[src/rtl/dmem_arbiter.sv]
// Two-port data-memory arbiter: round-robin between the CPU (A) and the debug/loader port (B),
// with a starvation limit for B, a single-cycle read return path, and a guard on B writes to IO.
module dmem_arbiter #(
    parameter int ADDR_W     = 12,
    parameter int B_MAX_WAIT = 4
) (
    input  logic              clock,
    input  logic              reset,

    input  logic              a_req,
    input  logic              a_wren,
    input  logic [ADDR_W-1:0] a_address,
    input  logic [3:0]        a_byteena,
    input  logic [31:0]       a_data,
    output logic              a_gnt,
    output logic              a_rvalid,
    output logic [31:0]       a_q,

    input  logic              b_req,
    input  logic              b_wren,
    input  logic [ADDR_W-1:0] b_address,
    input  logic [3:0]        b_byteena,
    input  logic [31:0]       b_data,
    output logic              b_gnt,
    output logic              b_rvalid,
    output logic [31:0]       b_q,

    output logic [ADDR_W-1:0] mem_address,
    output logic [3:0]        mem_byteena,
    output logic [31:0]       mem_data,
    output logic              mem_wren,
    input  logic [31:0]       mem_q,

    output logic              b_err
);

    localparam int WAIT_W = (B_MAX_WAIT < 1) ? 1 : $clog2(B_MAX_WAIT + 1);
    localparam logic [WAIT_W-1:0] WAIT_MAX = WAIT_W'(B_MAX_WAIT);

    typedef enum logic {
        OWNER_A = 1'b0,
        OWNER_B = 1'b1
    } owner_t;

    owner_t             last_q;
    owner_t             last_d;
    logic [WAIT_W-1:0]  b_wait_q;
    logic [WAIT_W-1:0]  b_wait_d;
    logic [ADDR_W-1:0]  mem_address_q;
    logic [ADDR_W-1:0]  mem_address_d;
    logic               b_err_q;
    logic               b_err_d;
    logic               grant_a;
    logic               grant_b;
    logic               b_reject;

    // Per-requester vectors so the return path can be built once for both ports.
    logic [1:0]         gnt_vec;
    logic [1:0]         wren_vec;
    logic [1:0]         rvalid_vec;
    logic [31:0]        q_vec [2];

    // ------------------------------------------------------------------
    // Arbitration: round-robin on ties, B forced ahead once it has waited
    // B_MAX_WAIT cycles; nothing is granted while reset is held.
    // ------------------------------------------------------------------
    always_comb begin
        grant_a  = 1'b0;
        grant_b  = 1'b0;
        last_d   = last_q;
        b_wait_d = '0;

        if (!reset) begin
            if (a_req && b_req) begin
                if ((b_wait_q == WAIT_MAX) || (last_q == OWNER_A)) begin
                    grant_b = 1'b1;
                end else begin
                    grant_a = 1'b1;
                end
            end else if (a_req) begin
                grant_a = 1'b1;
            end else if (b_req) begin
                grant_b = 1'b1;
            end

            if (grant_a) begin
                last_d = OWNER_A;
            end else if (grant_b) begin
                last_d = OWNER_B;
            end

            if (b_req && !grant_b) begin
                b_wait_d = (b_wait_q == WAIT_MAX) ? b_wait_q : b_wait_q + WAIT_W'(1);
            end
        end
    end

    always_ff @(posedge clock) begin
        if (reset) begin
            last_q   <= OWNER_B;
            b_wait_q <= '0;
        end else begin
            last_q   <= last_d;
            b_wait_q <= b_wait_d;
        end
    end

    assign a_gnt = grant_a;
    assign b_gnt = grant_b;

    // ------------------------------------------------------------------
    // Memory-side mux. A B write into the IO region is still granted so
    // that B is released, but its write strobes are suppressed.
    // ------------------------------------------------------------------
    always_comb begin
        mem_address_d = mem_address_q;
        mem_byteena   = 4'b0000;
        mem_data      = '0;
        mem_wren      = 1'b0;
        b_reject      = 1'b0;

        if (grant_a) begin
            mem_address_d = a_address;
            mem_data      = a_data;
            mem_wren      = a_wren;
            mem_byteena   = a_byteena;
        end else if (grant_b) begin
            mem_address_d = b_address;
            mem_data      = b_data;
            if (b_wren && b_address[ADDR_W-1]) begin
                b_reject = 1'b1;
            end else begin
                mem_wren    = b_wren;
                mem_byteena = b_byteena;
            end
        end
    end

    assign mem_address = mem_address_d;
    assign b_err_d     = b_err_q | b_reject;

    always_ff @(posedge clock) begin
        if (reset) begin
            mem_address_q <= '0;
            b_err_q       <= 1'b0;
        end else begin
            mem_address_q <= mem_address_d;
            b_err_q       <= b_err_d;
        end
    end

    assign b_err = b_err_q;

    // ------------------------------------------------------------------
    // Read return path: one identical slice per requester.
    // ------------------------------------------------------------------
    assign gnt_vec  = {grant_b, grant_a};
    assign wren_vec = {b_wren, a_wren};

    generate
        for (genvar gi = 0; gi < 2; gi++) begin : g_ret
            logic        rvalid_q;
            logic        rvalid_d;
            logic [31:0] hold_q;
            logic [31:0] hold_d;

            assign rvalid_d = gnt_vec[gi] & ~wren_vec[gi];
            assign hold_d   = rvalid_q ? mem_q : hold_q;

            always_ff @(posedge clock) begin
                if (reset) begin
                    rvalid_q <= 1'b0;
                    hold_q   <= '0;
                end else begin
                    rvalid_q <= rvalid_d;
                    hold_q   <= hold_d;
                end
            end

            // mem_q is only valid during the rvalid cycle, so it is shown live
            // there and the captured copy is shown afterwards.
            assign rvalid_vec[gi] = rvalid_q;
            assign q_vec[gi]      = hold_d;
        end
    endgenerate

    assign a_rvalid = rvalid_vec[0];
    assign b_rvalid = rvalid_vec[1];
    assign a_q      = q_vec[0];
    assign b_q      = q_vec[1];

endmodule

[config.mk]
export PLATFORM = sky130hd
export DESIGN_NAME = dmem_arbiter
export DESIGN_NICKNAME = d
export VERILOG_FILES = /design/src/rtl/dmem_arbiter.sv
export SDC_FILE = /design/constraint.sdc
export NUM_CORES = 1
export LEC_CHECK = 0
export BUFFER_PORTS_ARGS = -buffer_cell sky130_fd_sc_hd__buf_2
export CAP_MARGIN = 10
export CORE_AREA = 2 2 98 100
export CTS_BUF_LIST = sky130_fd_sc_hd__clkbuf_8 sky130_fd_sc_hd__clkbuf_16
export CTS_CLUSTER_SIZE = 20
export DETAILED_ROUTE_END_ITERATION = 8
export DIE_AREA = 0 0 100 102
export PLACE_DENSITY_LB_ADDON = 0.15
export RECOVER_POWER = 100
export SLEW_MARGIN = 20
export SYNTH_ARGS = -nofsm -noshare
export SYNTH_HDL_FRONTEND = slang
export SYNTH_SLANG_ARGS = --single-unit
[constraint.sdc]
create_clock -name clock -period 2.3 [get_ports clock]
set_input_delay 0.23 -clock clock [delete_from_list [all_inputs] [get_ports clock]]
set_output_delay 0.23 -clock clock [all_outputs]
set_load 0.05 [all_outputs]
==> reports/metrics.cfg, run 1 <==
[synthesis]
syn-cell-area_sq_mm = 0.00372
syn_area_per_cell_sq_um = 10.3
syn-instance-count = 363
synth_seq_cells = 83
syn_nets = 499
synth.distinct_cells = 24
synth_edf_count = 0
ys_seq_area_share_pct = 44.6
yosys-top-cells-count = 83 x dfxtp_1, 65 x nor2b_1, 64 x mux2_2
synth_most_common_cell = dfxtp_1
synthTopCellsByArea = dfxtp_1 45%, mux2_2 19%, nor2b_1 11%
synth_ff_type = dfxtp_1
ys_warn_count = 0
async_reset_ff_share_pct = 0
synth_top_area_share_pct = 44.6
synth_top_area_cell = dfxtp_1

[power_and_ir_drop]
seq_power_share_pct = 40.5
power.leakage_nw = 2.82
switching_power_mw = 1.30
swShare_pct = 35.0
clkPwrFrac_pct = 28.2
p_int_mw = 2.42
power_frac_comb_pct = 31.3
ir_drop_v = 0.000291
cellPowerDensity_mw_per_mm2 = 658

[global_routing]
grt_usage_pct = 23.9
overflow = 0
grt_pass1_vias = 3575
grt_start_max_net_pins = 68
antenna_found_initial = 0
grt_pass1_wl_microns = 18700

[drt]
first_pass_iters = 4
ant_nets = 0
via_per_inst = 5.07
detail_route.wirelength_microns = 12900
drt-initial-drc-count = 122
vias = 3679
post_drt_wl_per_cell_microns = 17.8
route.detailed.drc = 0

[timing]
post-route-period-util_pct = 97.5
finalHoldViolations = 0
maxSlewHeadroom_pct = 53.5
timing.setup.tns_ns = 0
timing.fmax_mhz = 446
max_slew.worst_pin.slew_ns = 0.697
final-setup-viol-count = 0
clock_skew_ns = 0.0109
period_minus_slack_ns = 2.24
finalMaxSlewViolations = 0
setup_slack_ns = 0.0581

[setup_path]
critPathLaunchType = flop
critical_path_buf_inv_count = 4
slowest_stage = a211o_4
cp-end-kind = output pin
cp_max_fo = 7
critical_path_class = flop to output pin
slowest_delay_ns = 0.38
cp_top_family = compound AO/OA/AOI/OAI gates
required_ns = 2.07
cp_common_cell = buf_4
path_cells = inv_2, ha_4, a21boi_4, a211o_4, clkinv_8, buf_4, nand2_2, a31oi_1, buf_4
cp.arrival_ns = 2.01

[clock_network]
clock_sinks = 83
cts_buffers = 9
cts_root_buf = clkbuf_8
clock_latency_ns = 0.35
cts_buffer_depth = 2
hold_buffers = 0
htree_levels = 3
cts_tree = done
clk_pin_slew_ns = 0.08

[cells_and_area]
sequential_cell_area_sq_mm = 0.00166
multi_input_area_sq_mm = 0.00204
drive_above_1_share_pct = 60.9
fin_cells = 725
fin_area_sq_mm = 0.00565
n_antenna_cell = 0
fillers = 844
area_growth_pct = 51.6
finalNetCount = 745

[die]
die_w_microns = 100
coreArea_sq_mm = 0.00911
rows = 35
dieArea_sq_mm = 0.0102
start_util_pct = 40.9
pin_count = 252
die_y_microns = 102

[place]
placed_cells = 704
io_buffers = 251
place_area_sq_mm = 0.00513
place_hpwl_microns = 9610
place_congestion = 0.838
pre_cts_slack_ns = 0.223

[status]
outcome = complete, no violations

[run]
cap_violations = 0

[worst_hold_path]
hold_path.class = input pin to flop

==> per-stage QoR <==
step | hold slack [ns] | utilization (%) | power [mW]
6_report | 0.0880 | 62.0 | 3.71
5_1_grt | 0.0749 | 62.0 | 3.88
4_1_cts | 0.0781 | 60.4 | 3.70
3_5_place_dp | 0.450 | 56.3 | 2.61
3_3_place_gp | 0.436 | 56.3 | 2.60
2_1_floorplan | 0.302 | - | 2.29
==> power by group through the flow <==
| stage | combinational (mW) | sequential [mW] | clock [mW] |
|---|---|---|---|
| 2_1_floorplan | 0.754 | 1.54 | 0 |
| 3_3_place_gp | 1.06 | 1.54 | 0 |
| 3_5_place_dp | 1.07 | 1.54 | 0 |
| 4_1_cts | 1.13 | 1.51 | 1.07 |
| 5_1_grt | 1.22 | 1.51 | 1.15 |
| 6_report | 1.16 | 1.50 | 1.05 |
==> kinds of logic after synthesis <==
| kind of cell | count (synthesis) | synth area share [%] |
|---|---|---|
| mux | 64 | 19.3 |
| simple gates | 111 | 15.7 |
| buf+inv | 37 | 4.64 |
| xor+xnor | 1 | 0.235 |
| compound gates | 65 | 14.8 |
| fa+ha+maj | 2 | 0.672 |
| flops | 83 | 44.6 |
==> layout by cell type (no fill, tap or decap), drive strengths merged <==
cell      instances
ha                2
mux2             64
a21boi            1
clkinvlp          2
clkinv            3
dfxtp            83
buf             256
a31oi            13
nor2             19
a22o             32
a211o             1
nand2            25
xnor2             1
inv               7
clkbuf           19
nand3             1
o21ai             1
bufinv            1
a311oi           12
a32o              5
nor3              1
nor2b            65
==> sequential cells by signal (all words and copies together) (netlist names) <==
register,flops
b_wait_q,3
last_q,1
mem_address_q,12
a_rvalid,1
b_rvalid,1
b_err,1
g_ret.hold_q,64
==> final timing paths <==
| path | endpoint | startpoint | slack, ns | cells after the start |
|---|---|---|---|---|
| worst max-delay path | mem_address[9] | b_wait_q[1]$_SDFFE_PP0N_ | 0.06 | 9 |
| worst min-delay path | a_rvalid$_SDFF_PP0_ | a_wren | 0.09 | 2 |
| worst min register to register | b_err$_SDFF_PP0_ | b_err$_SDFF_PP0_ | 0.49 | 2 |
| worst max register to register | mem_address_q[8]$_SDFF_PP0_ | b_wait_q[1]$_SDFFE_PP0N_ | 0.58 | 9 |
==> layout make-up <==
| type | instances | share of cell area (%) |
|---|---|---|
| clock buffers | 10 | 2.44 |
| clock inverters | 6 | 1.13 |
| inverters | 7 | 0.687 |
| multi-input cells | 243 | 36.2 |
| flip-flops and latches | 83 | 29.5 |
| well taps | 111 | 2.46 |
| repair buffers | 265 | 27.6 |
==> metal layers <==
layer	vias to the layer above	routed length (microns)	global-route usage (%)
met2	161	6640	43.2
li1	1770	-	-
met5	-	0	0
met4	0	403	10.4
met1	1718	4980	26.9
met3	30	855	5.95
==> timing repair <==
item	4_1_cts	5_1_grt
pin swaps	3	14
setup endpoints to repair	49	49
setup buffers	2	1
gates cloned	2	0
resized for setup	44	64
Power figures use the tool's default switching activity.
==> inputs of run 2 (changes only) <==
--- a/config.mk
+++ b/config.mk
@@ -8,7 +8,7 @@
 export BUFFER_PORTS_ARGS = -buffer_cell sky130_fd_sc_hd__buf_2
 export CAP_MARGIN = 10
 export CORE_AREA = 2 2 98 100
-export CTS_BUF_LIST = sky130_fd_sc_hd__clkbuf_8 sky130_fd_sc_hd__clkbuf_16
+export CTS_BUF_LIST = sky130_fd_sc_hd__clkbuf_16
 export CTS_CLUSTER_SIZE = 20
 export DETAILED_ROUTE_END_ITERATION = 8
 export DIE_AREA = 0 0 100 102
==> run 2 against run 1 <==
  * First-iteration DRC count fell by 15%
  * Wire length is 2.1% lower
  * Design area increased by 1.7%
  * Clock skew shrank 0.0043 ns
  * Non-clock buffer count is the same
  * Fmax decreased by 0.99%
  * Global-route usage is 0.49 points lower
  * Setup slack worse by 0.023 ns
  * Count of clock-buffer cells in the layout fell by 1
  * Sequential power about the same
  * Via count is 0.19% lower
  * Critical endpoint unchanged
  * Largest power group unchanged
  * Highest routed layer unchanged
==> reports/metrics.cfg, run 2 (same netlist as run 1, synthesis figures left out) <==
[run]
cap_violations = 0  ; unchanged

[timing]
post-route-period-util_pct = 98.5  ; +0.98 points
max_slew.worst_pin.slew_ns = 0.705  ; +0.00871 ns
whs_ns = 0.112  ; +0.0243 ns
clock_skew_ns = 0.00655  ; -0.00434 ns
setup_slack_ns = 0.0355  ; -0.0225 ns
final-setup-viol-count = 0  ; unchanged
finalHoldViolations = 0  ; unchanged
timing.fmax_mhz = 442  ; -0.99%
maxSlewHeadroom_pct = 53.0  ; -0.58 points
period_minus_slack_ns = 2.26  ; +0.0225 ns
finalMaxSlewViolations = 0  ; unchanged

[power_and_ir_drop]
power_frac_comb_pct = 28.6  ; -2.7 points
power.leakage_nw = 2.84  ; +0.55%
ir_drop_v = 0.000405  ; +39%
switching_power_mw = 1.34  ; +2.9%
p_int_mw = 2.73  ; +13%
swShare_pct = 32.9  ; -2.1 points
cellPowerDensity_mw_per_mm2 = 708  ; +7.6%
clkPwrFrac_pct = 34.4  ; +6.2 points
seq_power_share_pct = 37.1  ; -3.4 points

[drt]
ant_nets = 0  ; unchanged
detail_route.wirelength_microns = 12600  ; -2.1%
via_per_inst = 5.06  ; -0.19%
vias = 3672  ; -0.19%
first_pass_iters = 6  ; +2
post_drt_wl_per_cell_microns = 17.4  ; -2.1%
drt-initial-drc-count = 104  ; -15%
route.detailed.drc = 0  ; unchanged

[setup_path]
slowest_delay_ns = 0.38  ; about the same
slowest_stage = a211o_2
critical_path_class = flop to output pin
required_ns = 2.07  ; about the same
critPathLaunchType = flop
cp_common_cell = buf_4
cp.arrival_ns = 2.03  ; +0.02 ns
path_cells = inv_1, ha_4, a21boi_2, a211o_2, clkinv_4, buf_4, nand2_1, a31oi_1, buf_4
cp-end-kind = output pin
cp_max_fo = 6  ; -1

[clock_network]
clock_sinks = 83  ; unchanged
clock_latency_ns = 0.33  ; -0.02 ns
cts_root_buf = clkbuf_16
cts_buffers = 9  ; unchanged
htree_levels = 3  ; unchanged
clk_pin_slew_ns = 0.06  ; -0.02 ns
cts_buffer_depth = 2  ; unchanged
cts_tree = done

[global_routing]
antenna_found_initial = 0  ; unchanged
grt_usage_pct = 23.4  ; -0.49 points
overflow = 0  ; unchanged
grt_pass1_vias = 3471  ; -2.9%
grt_start_max_net_pins = 68  ; unchanged
grt_pass1_wl_microns = 18400  ; -1.9%

[die]
die_w_microns = 100  ; unchanged
start_util_pct = 40.9  ; unchanged
dieArea_sq_mm = 0.0102  ; unchanged
die_y_microns = 102  ; unchanged
coreArea_sq_mm = 0.00911  ; unchanged
pin_count = 252  ; unchanged
rows = 35  ; unchanged

[worst_hold_path]
hold_path.class = input pin to flop

[cells_and_area]
multi_input_area_sq_mm = 0.00200  ; -2.1%
fillers = 828  ; -1.9%
layout_commonest_cell = buf_2
largest_reg_flops = 64  ; unchanged
finalNetCount = 745  ; unchanged
n_antenna_cell = 0  ; unchanged
layout_common_cells = 205 x buf_2, 81 x dfxtp_1, 65 x nor2b_1, 64 x mux2_2, 32 x a22o_1
drive_above_1_share_pct = 59.9  ; -0.98 points
regMostFlops = g_ret.hold_q
reg_top3 = g_ret.hold_q (64), mem_address_q (12), b_wait_q (3)
area_growth_pct = 54.1
sequential_cell_area_sq_mm = 0.00166  ; unchanged

[status]
outcome = complete, no violations

[place]
place_hpwl_microns = 9610  ; unchanged
place_congestion = 0.838  ; unchanged
pre_cts_slack_ns = 0.223  ; unchanged
io_buffers = 251  ; unchanged

[run 2: final timing paths]
path	start	to	slack (ns)	depth (start not counted)
max	b_wait_q[0]$_SDFFE_PP0N_	mem_address[9]	0.04	9
min	a_wren	a_rvalid$_SDFF_PP0_	0.11	2
max reg2reg	b_wait_q[0]$_SDFFE_PP0N_	mem_address_q[3]$_SDFF_PP0_	0.60	8
min reg2reg	last_q$_SDFFE_PP1P_	last_q$_SDFFE_PP1P_	0.48	2
[run 2: power by group through the flow]
| stage | sequential [mW] | clock (mW) | combinational, mW |
|---|---|---|---|
| final | 1.51 | 1.40 | 1.16 |
| after global routing | 1.51 | 1.51 | 1.22 |
| after CTS | 1.51 | 1.42 | 1.10 |
| after detailed placement | 1.54 | 0 | 1.07 |
| after global placement | 1.54 | 0 | 1.06 |
| after floorplan | 1.54 | 0 | 0.754 |
[run 2: timing repair]
item | CTS | global route
setup buffers | 0 | 4
gates resized for setup | 21 | 73
cloned | 0 | 1
endpoints found under the setup margin | 47 | 49
hold buffers | 0 | 0
pin swaps | 3 | 10
[run 2: routing by layer]
layer	GRT usage, %	share of wire [%]	vias up
met5	0	0	-
met4	8.54	2.7	0
met3	6.57	6.8	23
met2	41.5	51	147
met1	27.2	39	1719
li1	-	-	1783
[run 2: area by class of cell]
class / count / area share (%)
multi-input cells: 243 / 34.8
flip-flops and latches: 83 / 29.0
repair buffers: 265 / 28.1
clock buffers: 9 / 3.92
well taps: 111 / 2.42
clock inverters: 7 / 1.18
inverters: 7 / 0.545
[run 2: through the flow]
step / cell area [sq um] / power [mW] / instances / util [%] / TNS (ns)
floorplan: 3770 / 2.29 / 363 / - / -0.0594
global placement: 5130 / 2.60 / 704 / 56.3 / 0
detailed placement: 5130 / 2.61 / 704 / 56.3 / 0
CTS: 5480 / 4.03 / 720 / 60.2 / 0
global route: 5740 / 4.24 / 725 / 63.0 / -0.289
finish: 5740 / 4.07 / 725 / 63.0 / 0
[run 2: critical path, delay by kind of cell, from the launching register on]
kind	cells	cell delay, ns
compound gates	3	0.65
fa+ha+maj	1	0.13
buf+inv	4	0.55
flops	1	0.32
simple gates	1	0.06
==> inputs of run 3 (changes only) <==
--- a/config.mk
+++ b/config.mk
@@ -7,11 +7,11 @@
 export LEC_CHECK = 0
 export BUFFER_PORTS_ARGS = -buffer_cell sky130_fd_sc_hd__buf_2
 export CAP_MARGIN = 10
-export CORE_AREA = 2 2 98 100
+export CORE_AREA = 2 2 97 99
 export CTS_BUF_LIST = sky130_fd_sc_hd__clkbuf_16
 export CTS_CLUSTER_SIZE = 20
 export DETAILED_ROUTE_END_ITERATION = 8
-export DIE_AREA = 0 0 100 102
+export DIE_AREA = 0 0 99 101
 export PLACE_DENSITY_LB_ADDON = 0.15
 export RECOVER_POWER = 100
 export SLEW_MARGIN = 20
==> constraint.sdc (replaced) <==
create_clock -name clock -period 2.9 [get_ports clock]
set_input_delay 0.29 -clock clock [delete_from_list [all_inputs] [get_ports clock]]
set_output_delay 0.29 -clock clock [all_outputs]
set_load 0.05 [all_outputs]
==> run 3 against run 2 <==
  * Count of clock-buffer cells in the layout stayed put
  * Core utilization is 4.5 points lower
  * Flip-flop and latch count stayed put
  * Design area is 8.5% lower
  * Critical path depth is 1 lower
  * Setup slack better by 0.20 ns
  * Combinational power is 30% lower
  * Via count is 0.95% lower
  * Hold slack better by 0.041 ns
  * Register-to-register slack better by 0.51 ns
  * Critical endpoint is now mem_data[23]
  * Largest power group unchanged
  * Highest routed layer is now met5
==> reports/metrics.cfg, run 3 (same netlist as run 1, synthesis figures left out) <==
[cells_and_area]
fin_area_sq_mm = 0.00525  ; -8.5%
layout_common_cells = 134 x buf_2, 83 x dfxtp_1, 68 x clkbuf_1, 65 x nor2b_1, 54 x mux2_2
drive_above_1_share_pct = 43.2  ; -17 points
fillers = 858  ; +3.6%
reg_top3 = g_ret.hold_q (64), mem_address_q (12), b_wait_q (3)
fin_cells = 722  ; -0.41%
finalNetCount = 737  ; -1.1%
utilization_pct = 58.5  ; -4.5 points
regMostFlops = g_ret.hold_q
area_growth_pct = 41.0
layout_commonest_cell = buf_2
largest_reg_flops = 64  ; unchanged

[global_routing]
grt_usage_pct = 23.7  ; +0.26 points
overflow = 0  ; unchanged
grt_start_max_net_pins = 79  ; +16%
grt_pass1_vias = 3492  ; +0.61%
grt_pass1_wl_microns = 18200  ; -1.2%
antenna_found_initial = 6  ; +6

[timing]
grt_setup_unrepaired = false
timing.setup.tns_ns = 0  ; unchanged
finalMaxSlewViolations = 0  ; unchanged
period_minus_slack_ns = 2.67
clock_skew_ns = 0.00422  ; -0.00233 ns
whs_ns = 0.153  ; +0.0405 ns
finalHoldViolations = 0  ; unchanged
timing.fmax_mhz = 375
max_slew.worst_pin.slew_ns = 0.914  ; +0.209 ns
setup_slack_ns = 0.234  ; +0.199 ns
post-route-period-util_pct = 91.9
final-setup-viol-count = 0  ; unchanged
maxSlewHeadroom_pct = 39.0  ; -14 points

[power_and_ir_drop]
power_mw = 3.12  ; -23%
cellPowerDensity_mw_per_mm2 = 594  ; -16%
power.leakage_nw = 2.45  ; -14%
ir_drop_v = 0.000230  ; -43%

[setup_path]
cp.arrival_ns = 2.38  ; +0.35 ns
reg2reg_from = b_wait_q[0]$_SDFFE_PP0N_
r2r_slack_ns = 1.11  ; +0.51 ns
worstSetupStartpoint = b_wait_q[0]$_SDFFE_PP0N_
cp_max_fo = 33  ; +27
cp-end-kind = output pin
critical_path_class = flop to output pin
required_ns = 2.61  ; +0.54 ns
critPathLaunchType = flop

[clock_network]
hold_buffers = 0  ; unchanged
htree_levels = 3  ; unchanged
cts_buffer_depth = 2  ; unchanged
clock_sinks = 83  ; unchanged
post_cts_resized = 0  ; -100%
cts_tree = done
cts_root_buf = clkbuf_16
cts_setup_buffers = 0  ; unchanged
cts_buffers = 9  ; unchanged
clk_pin_slew_ns = 0.06  ; about the same
clock_latency_ns = 0.32  ; about the same

[place]
place_hpwl_microns = 9570  ; -0.50%
place_area_sq_mm = 0.00504  ; -1.8%
place_congestion = 0.959  ; +15%
placed_cells = 701  ; -0.43%
pre_cts_slack_ns = 0.366  ; +0.143 ns
io_buffers = 251  ; unchanged

[die]
start_util_pct = 41.5  ; +0.60 points
coreArea_sq_mm = 0.00898  ; -1.4%
pin_count = 252  ; unchanged
die_y_microns = 101  ; -0.98%
die_w_microns = 99  ; -1.0%
rows = 35  ; unchanged
dieArea_sq_mm = 0.0100  ; -2.0%

[drt]
drt-initial-drc-count = 133  ; +28%
via_per_inst = 5.04  ; -0.54%
first_pass_iters = 4  ; -2
route.detailed.drc = 0  ; unchanged
detail_route.wirelength_microns = 12400  ; -1.9%
post_drt_wl_per_cell_microns = 17.1  ; -1.5%
ant_nets = 0  ; unchanged
vias = 3637  ; -0.95%

[worst_hold_path]
hold_path.class = input pin to flop
hp-start = a_wren

[run]
cap_violations = 0  ; unchanged

[status]
outcome = complete, no violations

run 3: cell count changes in the layout (fill, tap and decap cells not counted), moves of 8 or more:
| cell | delta |
|---|---|
| clkbuf_2 | +51 |
| mux2_1 | +10 |
| buf_6 | -17 |
| buf_4 | -16 |
| a31oi_1 | +8 |
| buf_2 | -71 |
| clkbuf_4 | -19 |
| clkbuf_1 | +68 |
| mux2_2 | -10 |
run 3: routing by layer:
layer,vias to the layer above,part of all wire [%],global-route usage (%)
li1,1761,-,-
met5,-,0.22,0
met1,1687,39,26.8
met4,4,2.7,11.3
met2,157,49,39.6
met3,28,8.2,8.95
run 3: power breakdown:
| group | leakage, nW | switching (mW) | internal [mW] |
|---|---|---|---|
| Sequential | 0.675 | 0.0103 | 1.18 |
| Clock | 0.137 | 0.447 | 0.664 |
| Combinational | 1.63 | 0.584 | 0.231 |
run 3: worst paths after layout:
path | to | cells after the start
max | mem_data[23] | 8
min | a_rvalid$_SDFF_PP0_ | 2
max reg2reg | mem_address_q[3]$_SDFF_PP0_ | 7
min reg2reg | b_wait_q[0]$_SDFFE_PP0N_ | 1
run 3: critical path: stages, from the launching register on:
cell	delay, ns
dfxtp_1	0.32
inv_1	0.06
ha_1	0.14
a21boi_1	0.08
a211o_2	0.47
inv_4	0.22
buf_6	0.28
a22o_1	0.18
clkbuf_2	0.28
run 3: area by class of cell:
class	instances	area, sq um	share of cell area [%]
tap	111	139	2.64
sequential	83	1660	31.6
clock inverter	7	68.8	1.31
multi-input combinational	243	1890	36.0
timing repair buffer	257	1230	23.4
inverter	7	28.8	0.548
clock buffer	9	225	4.29
antenna	5	12.5	0.238
